--- src/rtl/spi_mstr_core.sv ---
// rtl/spi_mstr_core.sv - SPI mode-0 master core with IDLE/LEAD/SHIFT/TRAIL framing
// Define SPI_MSTR_LSB_FIRST_EN to shift LSB first; MSB first otherwise.
module spi_mstr_core #(
  parameter int DATA_W  = 8,
  parameter int CLK_DIV = 2
) (
  input  logic              bclk,
  input  logic              rstn,
  input  logic [DATA_W-1:0] tx_data,
  input  logic              tx_valid,
  output logic              tx_ready,
  output logic [DATA_W-1:0] rx_data,
  output logic              rx_valid,
  output logic              busy,
  output logic              sclk,
  output logic              ss_n,
  output logic              mosi,
  input  logic              miso
);

  localparam int BIT_W = $clog2(DATA_W + 1);
  localparam int DIV_W = $clog2(CLK_DIV + 1);
  localparam logic [DIV_W-1:0] DIV_LAST = DIV_W'(CLK_DIV - 1);
  localparam logic [BIT_W-1:0] BIT_LAST = BIT_W'(DATA_W);

  typedef enum logic [1:0] {
    IDLE  = 2'd0,
    LEAD  = 2'd1,
    SHIFT = 2'd2,
    TRAIL = 2'd3
  } state_t;

  state_t            r_state;
  state_t            w_next;
  logic [DIV_W-1:0]  r_div;
  logic [BIT_W-1:0]  r_bit;
  logic              r_sclk;
  logic              r_mosi;
  logic              r_rx_valid;
  logic [DATA_W-1:0] r_tx_sh;
  logic [DATA_W-1:0] r_rx_sh;
  logic [DATA_W-1:0] r_rx_data;

  logic              w_div_done;
  logic              w_accept;
  logic              w_rise;
  logic              w_fall;
  logic              w_last_fall;
  logic              w_frame_done;
  logic              w_first_bit;
  logic              w_next_bit;
  logic [DATA_W-1:0] w_tx_shifted;
  logic [DATA_W-1:0] w_rx_shifted;

`ifdef SPI_MSTR_LSB_FIRST_EN
  assign w_first_bit  = tx_data[0];
  assign w_next_bit   = r_tx_sh[1];
  assign w_tx_shifted = r_tx_sh >> 1;
  assign w_rx_shifted = {miso, r_rx_sh[DATA_W-1:1]};
`else
  assign w_first_bit  = tx_data[DATA_W-1];
  assign w_next_bit   = r_tx_sh[DATA_W-2];
  assign w_tx_shifted = r_tx_sh << 1;
  assign w_rx_shifted = {r_rx_sh[DATA_W-2:0], miso};
`endif

  assign w_div_done = (r_div == DIV_LAST);

  // SHIFT starts on a low half-period, so the final falling edge lands on TRAIL entry.
  always_comb begin
    w_next       = r_state;
    w_accept     = 1'b0;
    w_rise       = 1'b0;
    w_fall       = 1'b0;
    w_last_fall  = 1'b0;
    w_frame_done = 1'b0;
    case (r_state)
      IDLE: begin
        if (tx_valid) begin
          w_accept = 1'b1;
          w_next   = LEAD;
        end
      end
      LEAD: begin
        if (w_div_done) w_next = SHIFT;
      end
      SHIFT: begin
        if (w_div_done) begin
          w_rise      = ~r_sclk;
          w_fall      = r_sclk;
          w_last_fall = r_sclk && (r_bit == BIT_LAST);
          if (w_last_fall) w_next = TRAIL;
        end
      end
      TRAIL: begin
        if (w_div_done) begin
          w_frame_done = 1'b1;
          w_next       = IDLE;
        end
      end
      default: w_next = IDLE;
    endcase
  end

  always_ff @(posedge bclk) begin
    if (!rstn) r_state <= IDLE;
    else       r_state <= w_next;
  end

  always_ff @(posedge bclk) begin
    if (!rstn) begin
      r_div      <= '0;
      r_bit      <= '0;
      r_sclk     <= 1'b0;
      r_mosi     <= 1'b0;
      r_rx_valid <= 1'b0;
      r_tx_sh    <= '0;
      r_rx_sh    <= '0;
      r_rx_data  <= '0;
    end else begin
      r_rx_valid <= w_frame_done;
      if ((r_state == IDLE) || w_div_done) r_div <= '0;
      else                                 r_div <= r_div + 1'b1;
      if (w_accept) begin
        r_tx_sh <= tx_data;
        r_mosi  <= w_first_bit;
        r_bit   <= '0;
      end
      if (w_rise) begin
        r_sclk  <= 1'b1;
        r_rx_sh <= w_rx_shifted;
        r_bit   <= r_bit + 1'b1;
      end
      if (w_fall) begin
        r_sclk <= 1'b0;
        if (!w_last_fall) begin
          r_tx_sh <= w_tx_shifted;
          r_mosi  <= w_next_bit;
        end
      end
      if (w_frame_done) begin
        r_rx_data <= r_rx_sh;
        r_mosi    <= 1'b0;
      end
    end
  end

  assign tx_ready = (r_state == IDLE);
  assign busy     = ~tx_ready;
  assign ss_n     = (r_state == IDLE);
  assign sclk     = r_sclk;
  assign mosi     = r_mosi;
  assign rx_valid = r_rx_valid;
  assign rx_data  = r_rx_data;

endmodule

--- config.mk ---
export PLATFORM = sky130hd
export DESIGN_NAME = spi_mstr_core
export DESIGN_NICKNAME = d
export VERILOG_FILES = /design/src/rtl/spi_mstr_core.sv
export SDC_FILE = /design/constraint.sdc
export NUM_CORES = 1
export LEC_CHECK = 0
export CAP_MARGIN = 30
export CORE_MARGIN = 1
export CORE_UTILIZATION = 25
export CTS_CLUSTER_DIAMETER = 150
export DETAILED_ROUTE_END_ITERATION = 12
export GPL_ROUTABILITY_DRIVEN = 0
export GPL_TIMING_DRIVEN = 0
export PLACE_DENSITY = 0.48
export RECOVER_POWER = 100
export SYNTH_ARGS = -nofsm -noshare
export SYNTH_HDL_FRONTEND = slang
export SYNTH_SLANG_ARGS = --single-unit
--- constraint.sdc ---
create_clock -name bclk -period 4.2 [get_ports bclk]
set_clock_uncertainty 0.15 [all_clocks]
set_input_delay 0.42 -clock bclk [delete_from_list [all_inputs] [get_ports bclk]]
set_output_delay 0.42 -clock bclk [all_outputs]
set_load 0.02 [all_outputs]
## Word-level counts from Yosys, hierarchy flattened

Index checks and enable logic that the tools add are counted.

- Register bits: 35
- Input bits: 12
- Output and inout port bits: 14
- Logic and storage cells: 56

- Add/sub/neg operators: 2
- Eq/ne operators: 10
- Mux-type cells: 24
- Bitwise gates (word level): 3
- Reductions and logical operators: 8

Operators with widths:

| operator | number |
|---|---|
| 2-to-1 mux 8 bit | 3 |
| 2-to-1 mux 1 bit | 13 |
| 2-to-1 mux 2 bit | 5 |
| != test 2 bit (second input constant) | 5 |
| 2-to-1 mux 4 bit | 2 |
| one-hot mux 2 bit (4 select lines) | 1 |
| OR reduction 2 bit | 3 |
| AND reduction 5 bit | 1 |
| adder 4 x 1 -> 4 bit (second input constant) | 1 |
| == test 2 x 1 -> 1 bit (second input constant) | 2 |
| == test 2 bit (second input constant) | 2 |
| == test 4 bit (second input constant) | 1 |
| inverter 1 bit | 3 |
| adder 2 x 1 -> 2 bit (second input constant) | 1 |
| logical NOT 2 bit | 1 |
| nonzero test 2 bit | 1 |
| logical AND 1 bit | 1 |
| logical OR 1 bit | 1 |

## Logic depth before layout (Yosys ltp)

- Depth after elaboration: 6
- Mapped depth: 7

## Least setup slack after synthesis

OpenSTA, ideal clock, no wires.

- Path type: reg-to-reg
- Start: reg r_state[0]
- End: reg r_state[0]
- Setup time: 0.116 ns
- Arrival: 1.607 ns
- Required time: 3.934 ns
- Path slack: 2.327 ns
- Stages on the path, launching flop included: 6
- Buffers on the path: 0
- Path through: dfxtp_1 inv_1 ha_1 or3_4 a2111o_1 o211a_1

- Longest elaborated chain between the ends: 3
- Elaborated cells on any way between the ends: 11

RTL lines:

| element | line | text |
|---|---|---|
| start, declared | 33 | `state_t r_state;` |
| start signal, assigned | 107 | `else r_state <= w_next;` |
| == test 2 bit (tied with other cells) | 77 | `case (r_state)` |
| != test 2 bit (no source line) | -- |  |
| AND reduction 5 bit (no source line) | -- |  |

Several ways; a longest one is shown, not always the timed one.
A chain may end at the register's enable or synchronous reset.

## Final worst setup path

- Start: reg r_state[1]
- End: out busy

- Longest elaborated chain between the ends: 2

RTL lines:

| element | line | text |
|---|---|---|
| logical NOT 2 bit | 148 | `assign tx_ready = (r_state == IDLE);` |
| inverter 1 bit | 149 | `assign busy = ~tx_ready;` |
| end, declared | 14 | `output logic busy,` |

Every way passes these cells.

==> run metrics <==
top library cells by usage in the layout, fill and taps aside sky130_fd_sc_hd__dfxtp_1, sky130_fd_sc_hd__nand2_1, sky130_fd_sc_hd__dlygate4sd3_1; HPWL after detailed placement between 2000 and 2500 µm; share of final-layout standard cells stronger than drive strength 1 around a tenth; Sequential Power Share 36.1%; number of buffers on the longest clock path 2; Post-Syn Instances 160; endpoints failing hold 0; antenna diode instance count 0; clk sink count 34; placeable core region 5640 µm²; wire length reported by the detailed router 3260 µm; number of placed I/O pins 26; Synthesized Nets 180; element type at the critical path end primary output; CTS Hold Buffers Added 0; total number of vias 1221; final setup TNS 0 ps; Overall Global Routing Usage approximately an eighth; chip width ~80 µm; final core utilization around a third; most used cell, CP sky130_fd_sc_hd__inv_1; effective utilization at floorplan a little over a quarter; residual antenna-violating net count after detailed routing 0; post-synth cell types 32; Max Clock Freq around 0.38 GHz; library cell occupying the most area in the post-synthesis netlist sky130_fd_sc_hd__dfxtp_1; nets around 210; Syn. warnings 0; area of the mapped netlist ~1500 µm²; Congestion Overflow GR 0; vias in the first global route 1221; portion of synthesized cell area occupied by the leading cell type between 40% and 50%; launching point of the worst reg2reg path r_div[1]; antenna violations before repair 0; Gate power share 27.5%; Post-CTS Setup Inserts 0; status complete, no violations; switching power of the nets 301 µW; Critical Path, Cell by Cell inv_1, ha_1, clkbuf_1, inv_1, dlygate4sd3_1; most frequent standard cell in the layout excluding fill and tap cells sky130_fd_sc_hd__dfxtp_1; synthesized area per cell about 9.4 µm²; final setup violating endpoints 0; vertical die dimension around 80 µm; Row Count 27; worst rel slew slack 14.9%; switching part of the total between 20 and 30%; min-delay worst type reg -> reg; register clock-pin slew on the reported worst setup and hold paths roughly 70 ps; CP arrival about 2000 ps; CTS tree built; R2R setup slack 2060 ps; instance area at placement around 1800 µm²; total power density per cell area between 500 and 600 nW/µm²; transition time of the tightest slew-check pin between 1000 and 1500 ps; cells taking the most area after synthesis sky130_fd_sc_hd__dfxtp_1, sky130_fd_sc_hd__nand2_1, sky130_fd_sc_hd__a311oi_2; largest net degree at the start of global routing 12; global-route wire length before repair 5640 µm; part of the power in the clock network around 36%; required time of the worst setup path ~3600 ps; count of state elements after synthesis 34; internal portion of total power 727 µW; number of H-tree branching levels 2; largest stage delay on the critical path a little under 700 ps; # port buffers 24; static leakage power ~0.76 nW; DRC Markers 0; fraction of the cycle the final worst path needs a little over 60%; Via density 4.63; startpoint type of the worst setup path flip-flop; crit path from r_state[1]; CP max FO 10; later-pin clock latency in the skew report roughly 280 ps; RSZ-0062 raised after global routing false; area growth from synthesis to layout 29.8%; drt wl/cell roughly 12 µm; worst-case reg-to-reg path depth 5; final critical-path required period ~2600 ps; number of buffers created by CTS 5; CP Class reg -> out; register area share after synthesis between 40% and 50%; slowest stage cell on the critical path sky130_fd_sc_hd__dlygate4sd3_1; area of the die ~6300 µm²; number of optimization iterations in the first detailed-route pass 4; Worst IR Drop VDD between 0.1 and 0.15 mV; capture point of the worst reg-to-reg path mosi; Fin Hold WS around 270 ps; max capacitance violation total 0; Finished Cell Area roughly 1900 µm²; critical path capture point busy; number of DRC violations after detailed-routing iteration 0 45; clock root buffer master sky130_fd_sc_hd__clkbuf_8; count of cells resized by post-cts repair 0; max-slew violation total from the final report 0
==> worst min path at each step <==
stage                   from  endpoint  slack [ps]  cells past startpoint
global placement    r_div[0]  r_div[0]         260                      1
finish              r_div[0]  r_div[0]         270                      1
CTS                 r_div[0]  r_div[0]         280                      1
detailed placement  r_div[0]  r_div[0]         270                      1
floorplan           r_div[0]  r_div[0]         250                      1
global route        r_div[0]  r_div[0]         290                      1
==> routing by layer <==
layer | part of all wire (%) | global-route usage, % | vias to the layer above
met5 | 0 | 0 | -
met1 | 48 | 14.6 | 562
met4 | 2.5 | 6.55 | 0
met3 | 3.6 | 3.09 | 8
met2 | 46 | 18.6 | 22
li1 | - | - | 629
==> flip-flops by register name (all words and copies together) (netlist names) <==
register	flops
mosi	1
r_state	2
rx_data	8
sclk	1
r_rx_sh	8
r_bit	4
r_div	2
rx_valid	1
r_tx_sh	7
==> power groups by stage <==
stage                     Sequential, mW  Combinational [mW]  Clock, mW
after detailed placement           0.378               0.314          0
final                              0.371               0.283      0.374
after floorplan                    0.377               0.218          0
after CTS                          0.371               0.315      0.385
after global routing               0.375               0.317      0.399
after global placement             0.378               0.313          0
==> worst max-delay path, delay by kind of cell (launching register included) <==
family | cells | cell delay, ps
buffers and inverters | 4 | 1230
flip-flops | 1 | 350
adder cells (fa/ha/maj) | 1 | 180
==> cell usage after synthesis (all sizes together) <==
| master | n |
|---|---|
| a311oi | 9 |
| clkinv | 1 |
| and3 | 2 |
| and3b | 2 |
| a2111o | 1 |
| a21oi | 12 |
| clkbuf | 5 |
| a221oi | 1 |
| nor2 | 2 |
| nor3 | 7 |
| dfxtp | 34 |
| nand3b | 1 |
| ha | 8 |
| buf | 5 |
| mux2 | 1 |
| nand2b | 1 |
| mux2i | 1 |
| nand2 | 32 |
| nor2b | 1 |
| a22o | 8 |
| or2 | 1 |
| nand4b | 1 |
| inv | 8 |
| o211a | 1 |
| a41oi | 1 |
| nand3 | 12 |
| or3 | 1 |
| a21boi | 1 |
==> logic make-up (layout without fill, tap and decap cells) <==
kind of cell	count (synthesis)	count (layout)	share of synthesized area, %
flip-flops	34	34	45.4
AO/OA/AOI/OAI	34	34	20.4
adder cells (fa/ha/maj)	8	8	6.67
buffers and inverters	19	51	6.17
AND/OR/NAND/NOR	63	63	20.0
multiplexers	2	2	1.42
==> cell type report <==
type / instances / area, µm²
Multi-Input combinational cell: 107 / 709
Inverter: 9 / 33.8
Buffer: 10 / 50.0
Tap cell: 72 / 90.1
Clock buffer: 6 / 82.6
Clock inverter: 2 / 60.1
Timing Repair Buffer: 24 / 240
Fill cell: 569 / 3690
Sequential cell: 34 / 681
==> through the flow <==
step / total power [mW] / cells / worst slack [ps]
floorplan: 0.595 / 160 / 2330
CTS: 1.07 / 264 / 1640
detailed placement: 0.693 / 256 / 1740
finish: 1.03 / 264 / 1590
global placement: 0.691 / 256 / 1780
global route: 1.09 / 264 / 1420
No activity file was read; power rests on OpenSTA's default activity.
